==> src/rtl/booth_pkg.sv <==
// Shared types and defaults for the Booth multiplier output serializer.
package booth_pkg;

  localparam int PW_DEF    = 16;
  localparam int BW_DEF    = 8;
  localparam int DEPTH_DEF = 2;

  // Serializer phase: IDLE = nothing offered, LO/HI = which byte is on the pins.
  typedef enum logic [1:0] {
    IDLE = 2'd0,
    LO   = 2'd1,
    HI   = 2'd2
  } ser_state_t;

  // Two's-complement product as it leaves the 8x8 multiplier.
  typedef logic signed [15:0] product_t;

endpackage

==> src/rtl/booth_product_serializer_if.sv <==
// Product-in / byte-out handshake bundle of the serializer.
interface booth_product_serializer_if
  import booth_pkg::*;
#(
  parameter int PW = PW_DEF,
  parameter int BW = BW_DEF
);

  logic          in_valid;
  logic          in_ready;
  logic [PW-1:0] in_product;
  logic          out_valid;
  logic          out_ready;
  logic [BW-1:0] out_byte;
  logic          out_last;
  logic          busy;

  // Serializer side.
  modport slave (
    input  in_valid, in_product, out_ready,
    output in_ready, out_valid, out_byte, out_last, busy
  );

  // Producer/consumer side.
  modport master (
    output in_valid, in_product, out_ready,
    input  in_ready, out_valid, out_byte, out_last, busy
  );

endinterface

==> src/rtl/booth_prod_fifo.sv <==
// Synchronous FIFO for products; pointers carry one extra wrap bit so that
// full and empty are distinguished without a separate counter.
module booth_prod_fifo #(
  parameter int W     = 16,
  parameter int DEPTH = 2
) (
  input  logic         clk,
  input  logic         rst,
  input  logic         push_i,
  input  logic [W-1:0] wdata_i,
  input  logic         pop_i,
  output logic [W-1:0] rdata_o,
  output logic         full_o,
  output logic         empty_o
);

  localparam int AW = $clog2(DEPTH);
  localparam logic [AW:0] PTR_ONE = {{AW{1'b0}}, 1'b1};

  logic [AW:0]  wr_ptr_q;
  logic [AW:0]  rd_ptr_q;
  logic [W-1:0] mem_q [DEPTH];
  logic         do_push;
  logic         do_pop;

  assign full_o  = (wr_ptr_q[AW] != rd_ptr_q[AW]) &&
                   (wr_ptr_q[AW-1:0] == rd_ptr_q[AW-1:0]);
  assign empty_o = (wr_ptr_q == rd_ptr_q);
  assign do_push = push_i & ~full_o;
  assign do_pop  = pop_i & ~empty_o;
  assign rdata_o = mem_q[rd_ptr_q[AW-1:0]];

  // Advance write/read pointers on accepted push/pop; both may occur together.
  always_ff @(posedge clk or posedge rst) begin
    if (rst) begin
      wr_ptr_q <= '0;
      rd_ptr_q <= '0;
    end else begin
      // NOTE: non-blocking assignments keep every register update in this
      // edge reading the pre-edge values, independent of statement order.
      if (do_push) wr_ptr_q <= wr_ptr_q + PTR_ONE;
      if (do_pop)  rd_ptr_q <= rd_ptr_q + PTR_ONE;
    end
  end

  // Store the incoming product at the write index.
  // NOTE: storage is deliberately left out of reset; the pointers alone decide
  // which entries are valid, so clearing the array would only cost reset fan-out.
  always_ff @(posedge clk) begin
    if (do_push) mem_q[wr_ptr_q[AW-1:0]] <= wdata_i;
  end

endmodule

==> src/rtl/booth_product_serializer.sv <==
// Output stage of the 8x8 Booth multiplier: queues 16-bit products and drives
// each one out as two byte beats, low byte first, with AXI-style stable beats.
module booth_product_serializer
  import booth_pkg::*;
#(
  parameter int PW    = PW_DEF,
  parameter int BW    = BW_DEF,
  parameter int DEPTH = DEPTH_DEF
) (
  input logic                        clk,
  input logic                        rst,
  booth_product_serializer_if.slave  bus
);

  // The low half of a popped product goes straight into the output register,
  // so only the high half has to wait in the holding register.
  localparam int HW = PW - BW;

  ser_state_t    state_q, state_d;
  logic [HW-1:0] hold_hi_q, hold_hi_d;
  logic [BW-1:0] out_byte_q, out_byte_d;
  logic          out_valid_q, out_valid_d;
  logic          out_last_q, out_last_d;

  logic [PW-1:0] head;
  logic          fifo_full;
  logic          fifo_empty;
  logic          push;
  logic          pop;

  // in_ready is a function of FIFO state only, never of out_ready.
  assign push = bus.in_valid & ~fifo_full;

  booth_prod_fifo #(
    .W     (PW),
    .DEPTH (DEPTH)
  ) u_fifo (
    .clk     (clk),
    .rst     (rst),
    .push_i  (push),
    .wdata_i (bus.in_product),
    .pop_i   (pop),
    .rdata_o (head),
    .full_o  (fifo_full),
    .empty_o (fifo_empty)
  );

  // State register.
  always_ff @(posedge clk or posedge rst) begin
    if (rst) state_q <= IDLE;
    else     state_q <= state_d;
  end

  // Next-state logic: a beat advances only when the consumer takes it.
  always_comb begin
    // NOTE: default first, so every path assigns state_d and no latch is inferred.
    state_d = state_q;
    unique case (state_q)
      IDLE:    if (!fifo_empty)   state_d = LO;
      LO:      if (bus.out_ready) state_d = HI;
      HI:      if (bus.out_ready) state_d = fifo_empty ? IDLE : LO;
      default:                    state_d = IDLE;
    endcase
  end

  // Output/datapath logic: pop, load the holding register, pick the next beat.
  always_comb begin
    pop         = 1'b0;
    hold_hi_d   = hold_hi_q;
    out_byte_d  = out_byte_q;
    out_valid_d = out_valid_q;
    out_last_d  = out_last_q;
    unique case (state_q)
      IDLE: begin
        if (!fifo_empty) begin
          pop         = 1'b1;
          hold_hi_d   = head[PW-1:BW];
          out_byte_d  = head[BW-1:0];
          out_valid_d = 1'b1;
          out_last_d  = 1'b0;
        end
      end
      LO: begin
        if (bus.out_ready) begin
          out_byte_d = hold_hi_q;
          out_last_d = 1'b1;
        end
      end
      HI: begin
        if (bus.out_ready) begin
          if (!fifo_empty) begin
            // Chain straight into the next product: no idle bubble.
            pop         = 1'b1;
            hold_hi_d   = head[PW-1:BW];
            out_byte_d  = head[BW-1:0];
            out_valid_d = 1'b1;
            out_last_d  = 1'b0;
          end else begin
            out_valid_d = 1'b0;
            out_last_d  = 1'b0;
          end
        end
      end
      default: begin
        out_valid_d = 1'b0;
        out_last_d  = 1'b0;
      end
    endcase
  end

  // Holding and output registers; reset discards any pending beat at once.
  always_ff @(posedge clk or posedge rst) begin
    if (rst) begin
      hold_hi_q   <= '0;
      out_byte_q  <= '0;
      out_valid_q <= 1'b0;
      out_last_q  <= 1'b0;
    end else begin
      hold_hi_q   <= hold_hi_d;
      out_byte_q  <= out_byte_d;
      out_valid_q <= out_valid_d;
      out_last_q  <= out_last_d;
    end
  end

  assign bus.in_ready  = ~fifo_full;
  assign bus.out_valid = out_valid_q;
  assign bus.out_byte  = out_byte_q;
  assign bus.out_last  = out_last_q;
  assign bus.busy      = ~fifo_empty | (state_q != IDLE);

endmodule
==> src/flat_wrapper.sv <==
// flat-port wrapper written by rule: the top's interface ports become plain ports
module booth_product_serializer_flat import booth_pkg::*;
#(
  parameter int PW    = PW_DEF,
  parameter int BW    = BW_DEF,
  parameter int DEPTH = DEPTH_DEF
)
  (clk, rst, bus_in_valid, bus_in_product, bus_out_ready, bus_in_ready, bus_out_valid, bus_out_byte, bus_out_last, bus_busy);
  booth_product_serializer_if #(.PW(PW), .BW(BW)) bus_i ();
  input logic clk;
  input logic rst;
  input wire logic [$bits(bus_i.in_valid)-1:0] bus_in_valid;
  input wire logic [$bits(bus_i.in_product)-1:0] bus_in_product;
  input wire logic [$bits(bus_i.out_ready)-1:0] bus_out_ready;
  output wire logic [$bits(bus_i.in_ready)-1:0] bus_in_ready;
  output wire logic [$bits(bus_i.out_valid)-1:0] bus_out_valid;
  output wire logic [$bits(bus_i.out_byte)-1:0] bus_out_byte;
  output wire logic [$bits(bus_i.out_last)-1:0] bus_out_last;
  output wire logic [$bits(bus_i.busy)-1:0] bus_busy;
  assign bus_i.in_valid = bus_in_valid;
  assign bus_i.in_product = bus_in_product;
  assign bus_i.out_ready = bus_out_ready;
  assign bus_in_ready = bus_i.in_ready;
  assign bus_out_valid = bus_i.out_valid;
  assign bus_out_byte = bus_i.out_byte;
  assign bus_out_last = bus_i.out_last;
  assign bus_busy = bus_i.busy;
  booth_product_serializer #(.PW(PW), .BW(BW), .DEPTH(DEPTH)) u_core (.clk(clk), .rst(rst), .bus(bus_i));
endmodule
==> config.mk <==
export PLATFORM = sky130hd
export DESIGN_NAME = booth_product_serializer_flat
export DESIGN_NICKNAME = d
export VERILOG_FILES = /design/src/rtl/booth_pkg.sv /design/src/rtl/booth_product_serializer_if.sv /design/src/rtl/booth_prod_fifo.sv /design/src/rtl/booth_product_serializer.sv /design/src/flat_wrapper.sv
export SDC_FILE = /design/constraint.sdc
export NUM_CORES = 1
export LEC_CHECK = 0
export ABC_AREA = 1
export ABC_CLOCK_PERIOD_IN_PS = 2670
export BUFFER_PORTS_ARGS = -buffer_cell sky130_fd_sc_hd__buf_2
export CAP_MARGIN = 20
export CORE_MARGIN = 5
export CORE_UTILIZATION = 32
export CTS_BUF_LIST = sky130_fd_sc_hd__clkbuf_2
export CTS_CLUSTER_DIAMETER = 80
export DETAILED_ROUTE_END_ITERATION = 10
export GPL_TIMING_DRIVEN = 0
export MAX_ROUTING_LAYER = met4
export SLEW_MARGIN = 20
export SYNTH_ARGS = -nofsm -noshare
export SYNTH_HDL_FRONTEND = slang
export SYNTH_SLANG_ARGS = --single-unit
==> constraint.sdc <==
create_clock -name clk -period 2.67 [get_ports clk]
set_input_delay 0.4005 -clock clk [delete_from_list [all_inputs] [get_ports clk]]
set_output_delay 0.4005 -clock clk [all_outputs]
set_load 0.05 [all_outputs]
Word level (Yosys, flattened, before mapping) --
Memories as Yosys holds them, arrays and structs flattened. Cells that the tools add are included.
Word-level totals: register bits after elaboration 24, RAM bits 32, memories 1
Memory list:
- u_core.u_fifo.mem_q | depth 2, width 16, read ports 1, clocked after memory_dff 0, wr ports 1, RTL line booth_prod_fifo.sv:22 | logic [W-1:0] mem_q [DEPTH];
Operators by class: add/subtract/negate cells 2, eq/ne operators 8, mux-type cells 24, bitwise operators 7, reduce and logical (&&, ||, !) cells 9
Operators by type and width (count):
- 8-bit 2-to-1 mux | 5
- 8-bit one-hot mux with 3 select lines | 1
- 8-bit one-hot mux with 2 select lines | 1
- 1-bit 2-to-1 mux | 10
- 3-bit AND reduction | 3
- 2-bit 2-to-1 mux | 3
- 2-bit != test, second input constant | 3
- 1-bit one-hot mux with 3 select lines | 2
- 2-bit one-hot mux with 3 select lines | 1
- 2-bit by 1-bit adder with 2-bit output, second input constant | 2
- 2-bit nonzero test | 2
- 1-bit AND | 3
- 1-bit inverter | 3
- 3-bit nonzero test | 1
- 2-bit by 1-bit == test with 1-bit output, second input constant | 1
- 2-bit == test | 1
- 2-bit == test, second input constant | 1
- 2-bit logical NOT | 1
- 1-bit one-hot mux with 2 select lines | 1
- 2-bit AND reduction | 1
- 1-bit == test | 1
- 1-bit logical AND | 1
- 1-bit != test | 1
- 1-bit bitwise OR | 1

Depth between registers and ports, before layout --
depth after elaboration 7, depth in mapped cells 10, gate-level depth less buffers 8

Cells and area by module --
Synthesis repeated with hierarchy kept, for this count alone.
Second synthesis, totals: cells, all modules 242, area, all modules 2354.8 um^2
Modules (own cells, without submodules):
- booth_prod_fifo | instances 1, cells each 125, area each 1455.1 um^2, sequential area each 1061.0 um^2
- booth_product_serializer | instances 1, cells each 117, area each 899.6 um^2, sequential area each 475.5 um^2

Least setup slack after synthesis --
No wires, ideal clock.
kind reg-to-reg, start reg u_core.u_fifo.rd_ptr_q[0], end mem u_core.u_fifo.mem_q[1][0], enable pin, library setup time 0.388 ns, data arrival time 1.954 ns, data required time 2.282 ns, setup slack 0.327 ns, cell stages (with the launch flop) 7, clock period less this slack 2.343 ns, cells stage by stage dfrtp_1 -> buf_4 -> nand2_1 -> nand2_2 -> nand3_1 -> nand2_1 -> nor2_1
Between the ends: longest elaborated chain between the ends 7
RTL lines:
- start: declaration | RTL line booth_prod_fifo.sv:21 | logic [AW:0] rd_ptr_q;
- start signal: assignment | RTL line booth_prod_fifo.sv:42 | if (do_pop) rd_ptr_q <= rd_ptr_q + PTR_ONE;
- 1-bit == test (*) | RTL line booth_prod_fifo.sv:27 | (wr_ptr_q[AW-1:0] == rd_ptr_q[AW-1:0]);
- 1-bit logical AND (*) | RTL line booth_prod_fifo.sv:26 | assign full_o = (wr_ptr_q[AW] != rd_ptr_q[AW]) &&
- 1-bit inverter (*)
- net bus_in_ready | RTL line flat_wrapper.sv:15 | output wire logic [$bits(bus_i.in_ready)-1:0] bus_in_ready;
- 1-bit AND | RTL line booth_product_serializer.sv:32 | assign push = bus.in_valid & ~fifo_full;
- 1-bit AND (*) | RTL line booth_prod_fifo.sv:29 | assign do_push = push_i & ~full_o;
- 1-bit 2-to-1 mux (*) | RTL line booth_prod_fifo.sv:50 | if (do_push) mem_q[wr_ptr_q[AW-1:0]] <= wdata_i;
- 1-bit 2-to-1 mux (not written as such) (*) | RTL line booth_prod_fifo.sv:50
- end: declaration | RTL line booth_prod_fifo.sv:22
Mark *: on every way through the listed nets, which the timed path passes. The rest lies on a longest branch.

Final worst setup path --
start reg u_core.u_fifo.rd_ptr_q[0], end out bus_in_ready
Between the ends: longest elaborated chain between the ends 3
RTL lines:
- 1-bit == test | RTL line booth_prod_fifo.sv:27
- 1-bit logical AND | RTL line booth_prod_fifo.sv:26
- 1-bit inverter | RTL line booth_product_serializer.sv:126 | assign bus.in_ready = ~fifo_full;
- end: declaration | RTL line flat_wrapper.sv:15
No other way between the ends.

==> out/results.ini <==
[timing]
rsz0062_at_grt=false
setup_tns_ns=0
finalSetupViolations=0
final.setup_skew_ns=0.0122
finalHoldViolCount=0
slew_viol_final=0
fin_crit_sh_pct=74.7
holdWs_ns=0.0996
fmax_mhz=501
min_period_ns=1.99
tightest_slew_ns=0.903
slew_headroom_pct=39.7

[setup_path]
r2r-end=u_core.u_fifo.mem_q[1][14]$_DFFE_PP_
crit_arrival_ns=1.59
required_ns=2.27
endpoint_kind=primary output
r2r_slack_ns=0.82
crit_type=flop to primary output
worst-r2r-cell-count=7
rr_startpoint=u_core.u_fifo.rd_ptr_q[0]$_DFFE_PP0P_
startpoint_type=flop
critPathMaxFanout=10
startpoint=u_core.u_fifo.rd_ptr_q[0]$_DFFE_PP0P_

[cts]
htree_levels=2
clock_sinks=55
cts_root_buf=clkbuf_2
post_cts_buffers=0
clockBufferDepth=2
cts_tree=yes
clk_pin_slew_worst_paths_ns=0.26
cts_buffers=5
hold_buffers=0
clk_latency_ns=0.44
ctsResizeCount=0

[logic_synthesis]
synth_seq_cells=55
ys_seq_area_share_pct=69.0
synth_top_family_by_area=simple AND/OR/NAND/NOR gates
synthSimpleGateAreaFrac_pct=15.4
syn-num-nets=217
synth-compound-area-share_pct=6.06
ys_warn_count=0
netlist_instances=197
synthXorXnorAreaFrac_pct=0.786
synth_cell_type_count=19
synthAdderAreaFrac_pct=0
synth.avg_cell_area_um2=11.3
synth_area_mm2=0.00223
muxShareOfSynthArea_pct=3.59

[power]
cellLeakagePower_uw=0.00118
powerDensity_mw_per_mm2=1320
ir_drop_uv=379

[global_route]
track_usage_pct=10.7
grt_pass1_vias=1385
gr-total-overflow=0
grt_max_degree=24
antenna_found_initial=0
grt_pass1_wl_um=6830

[final_layout]
diodes=0
instances_no_fill=333
layout.nets=256
final_common_cell=nand2_1
layout_common_cells=58 x nand2_1, 34 x buf_2, 32 x edfxtp_1, 23 x dfrtp_1, 17 x o21ai_0
nFillCells=681
syn_to_final_growth_pct=17.0
final_area_mm2=0.00261
drive_gt1_share_pct=23.6

[placed_design]
dp.cells=325
place_area_mm2=0.00252
gp_congestion=0.760
port_buffers=31
dp_hpwl_um=2960

[outcome]
outcome=finished clean

[detailed_routing]
antenna_left=0
wire_per_inst_um=12.6
wirelength_um=4210
routed_via_density=4.29
routed-via-count=1429
drt_first_pass_iters=4
drt_iter0_markers=77
post-route-drc-count=0

[floorplan]
fp-row-count=30
pin_count=32
die_y_um=93.5
fp.dieW_um=93.5
dieArea_mm2=0.00873
initial_core_util_pct=32.8
core_mm2=0.00679

[flow_run]
cap_violations=0

[worst_hold_path]
hold_class=input pin to asynchronous set/reset pin

[Yosys cell counts]
master	count	area (um2)
nand3_1	14	70.1
buf_6	1	11.3
buf_2	3	15.0
mux2i_1	8	80.1
a21oi_1	1	5.00
nor2_1	2	7.51
xnor2_1	1	8.76
nor2_4	1	11.3
nand2_2	4	25.0
dfrtp_1	23	576
inv_1	16	60.1
inv_2	2	7.51
nand2_1	58	218
o21ai_1	9	45.0
edfxtp_1	32	961
buf_4	3	22.5
xor2_1	1	8.76
nand2_4	1	11.3
o21ai_0	17	85.1
[worst max-delay path by stage]
stage                                                      end  slack, ns  depth (start not counted)
after global placement    u_core.u_fifo.mem_q[1][14]$_DFFE_PP_       0.22                          6
after global routing                              bus_in_ready       0.52                          6
after floorplan            u_core.u_fifo.mem_q[1][0]$_DFFE_PP_       0.33                          6
final                                             bus_in_ready       0.68                          5
after detailed placement  u_core.u_fifo.mem_q[1][14]$_DFFE_PP_       0.80                          7
after CTS                                         bus_in_ready       0.63                          5
[cell families (layout without fill, tap and decap cells)]
group,Yosys count,count (layout)
compound gates,27,27
xor+xnor,2,2
simple gates,80,80
buf+inv,25,65
mux,8,8
flops,55,55
[metal layers]
metal | track usage [%] | share of wire (%)
met2 | 16.9 | 47
met4 | 4.03 | 2.0
met1 | 13.1 | 47
met5 | - | 0
met3 | 2.90 | 4.0
[area by class of cell]
| cell class | count | area, um2 | share of cell area, % |
|---|---|---|---|
| inverters | 18 | 67.6 | 2.59 |
| repair buffers | 32 | 166 | 6.38 |
| flip-flops and latches | 55 | 1540 | 58.9 |
| clock inverters | 2 | 60.1 | 2.30 |
| multi-input cells | 117 | 578 | 22.2 |
| well taps | 96 | 120 | 4.61 |
| plain buffers | 7 | 48.8 | 1.87 |
| clock buffers | 6 | 30.0 | 1.15 |
[sequential cells by signal (all words and copies together) (netlist names)]
register / cells
u_core.bus.out_valid: 1
u_core.bus.out_last: 1
u_core.u_fifo.rd_ptr_q: 2
u_core.bus.out_byte: 8
u_core.u_fifo.wr_ptr_q: 2
u_core.state_q: 1
u_core.hold_hi_q: 8
u_core.u_fifo.mem_q: 32
[metrics by stage]
step	power (uW)	setup WS [ns]	utilization, %
6_report	3430	0.675	38.4
5_1_grt	3700	0.519	38.4
4_1_cts	3490	0.632	38.4
3_5_place_dp	2980	0.799	37.1
3_3_place_gp	2920	0.224	36.9
2_1_floorplan	2570	0.327	-
[critical path, cell delays in order (launching register included)]
cell	delay, ns
dfrtp_1	0.42
buf_4	0.17
nand2_1	0.09
nand2_2	0.07
nand3_1	0.12
buf_2	0.29
[power by group]
part           leakage, uW  switching (uW)  internal, uW
logic             0.000543            1080           473
registers         0.000580             140          1230
clock network    0.0000532             252           256
total              0.00118            1470          1960
(Power assumes the default switching activity.)
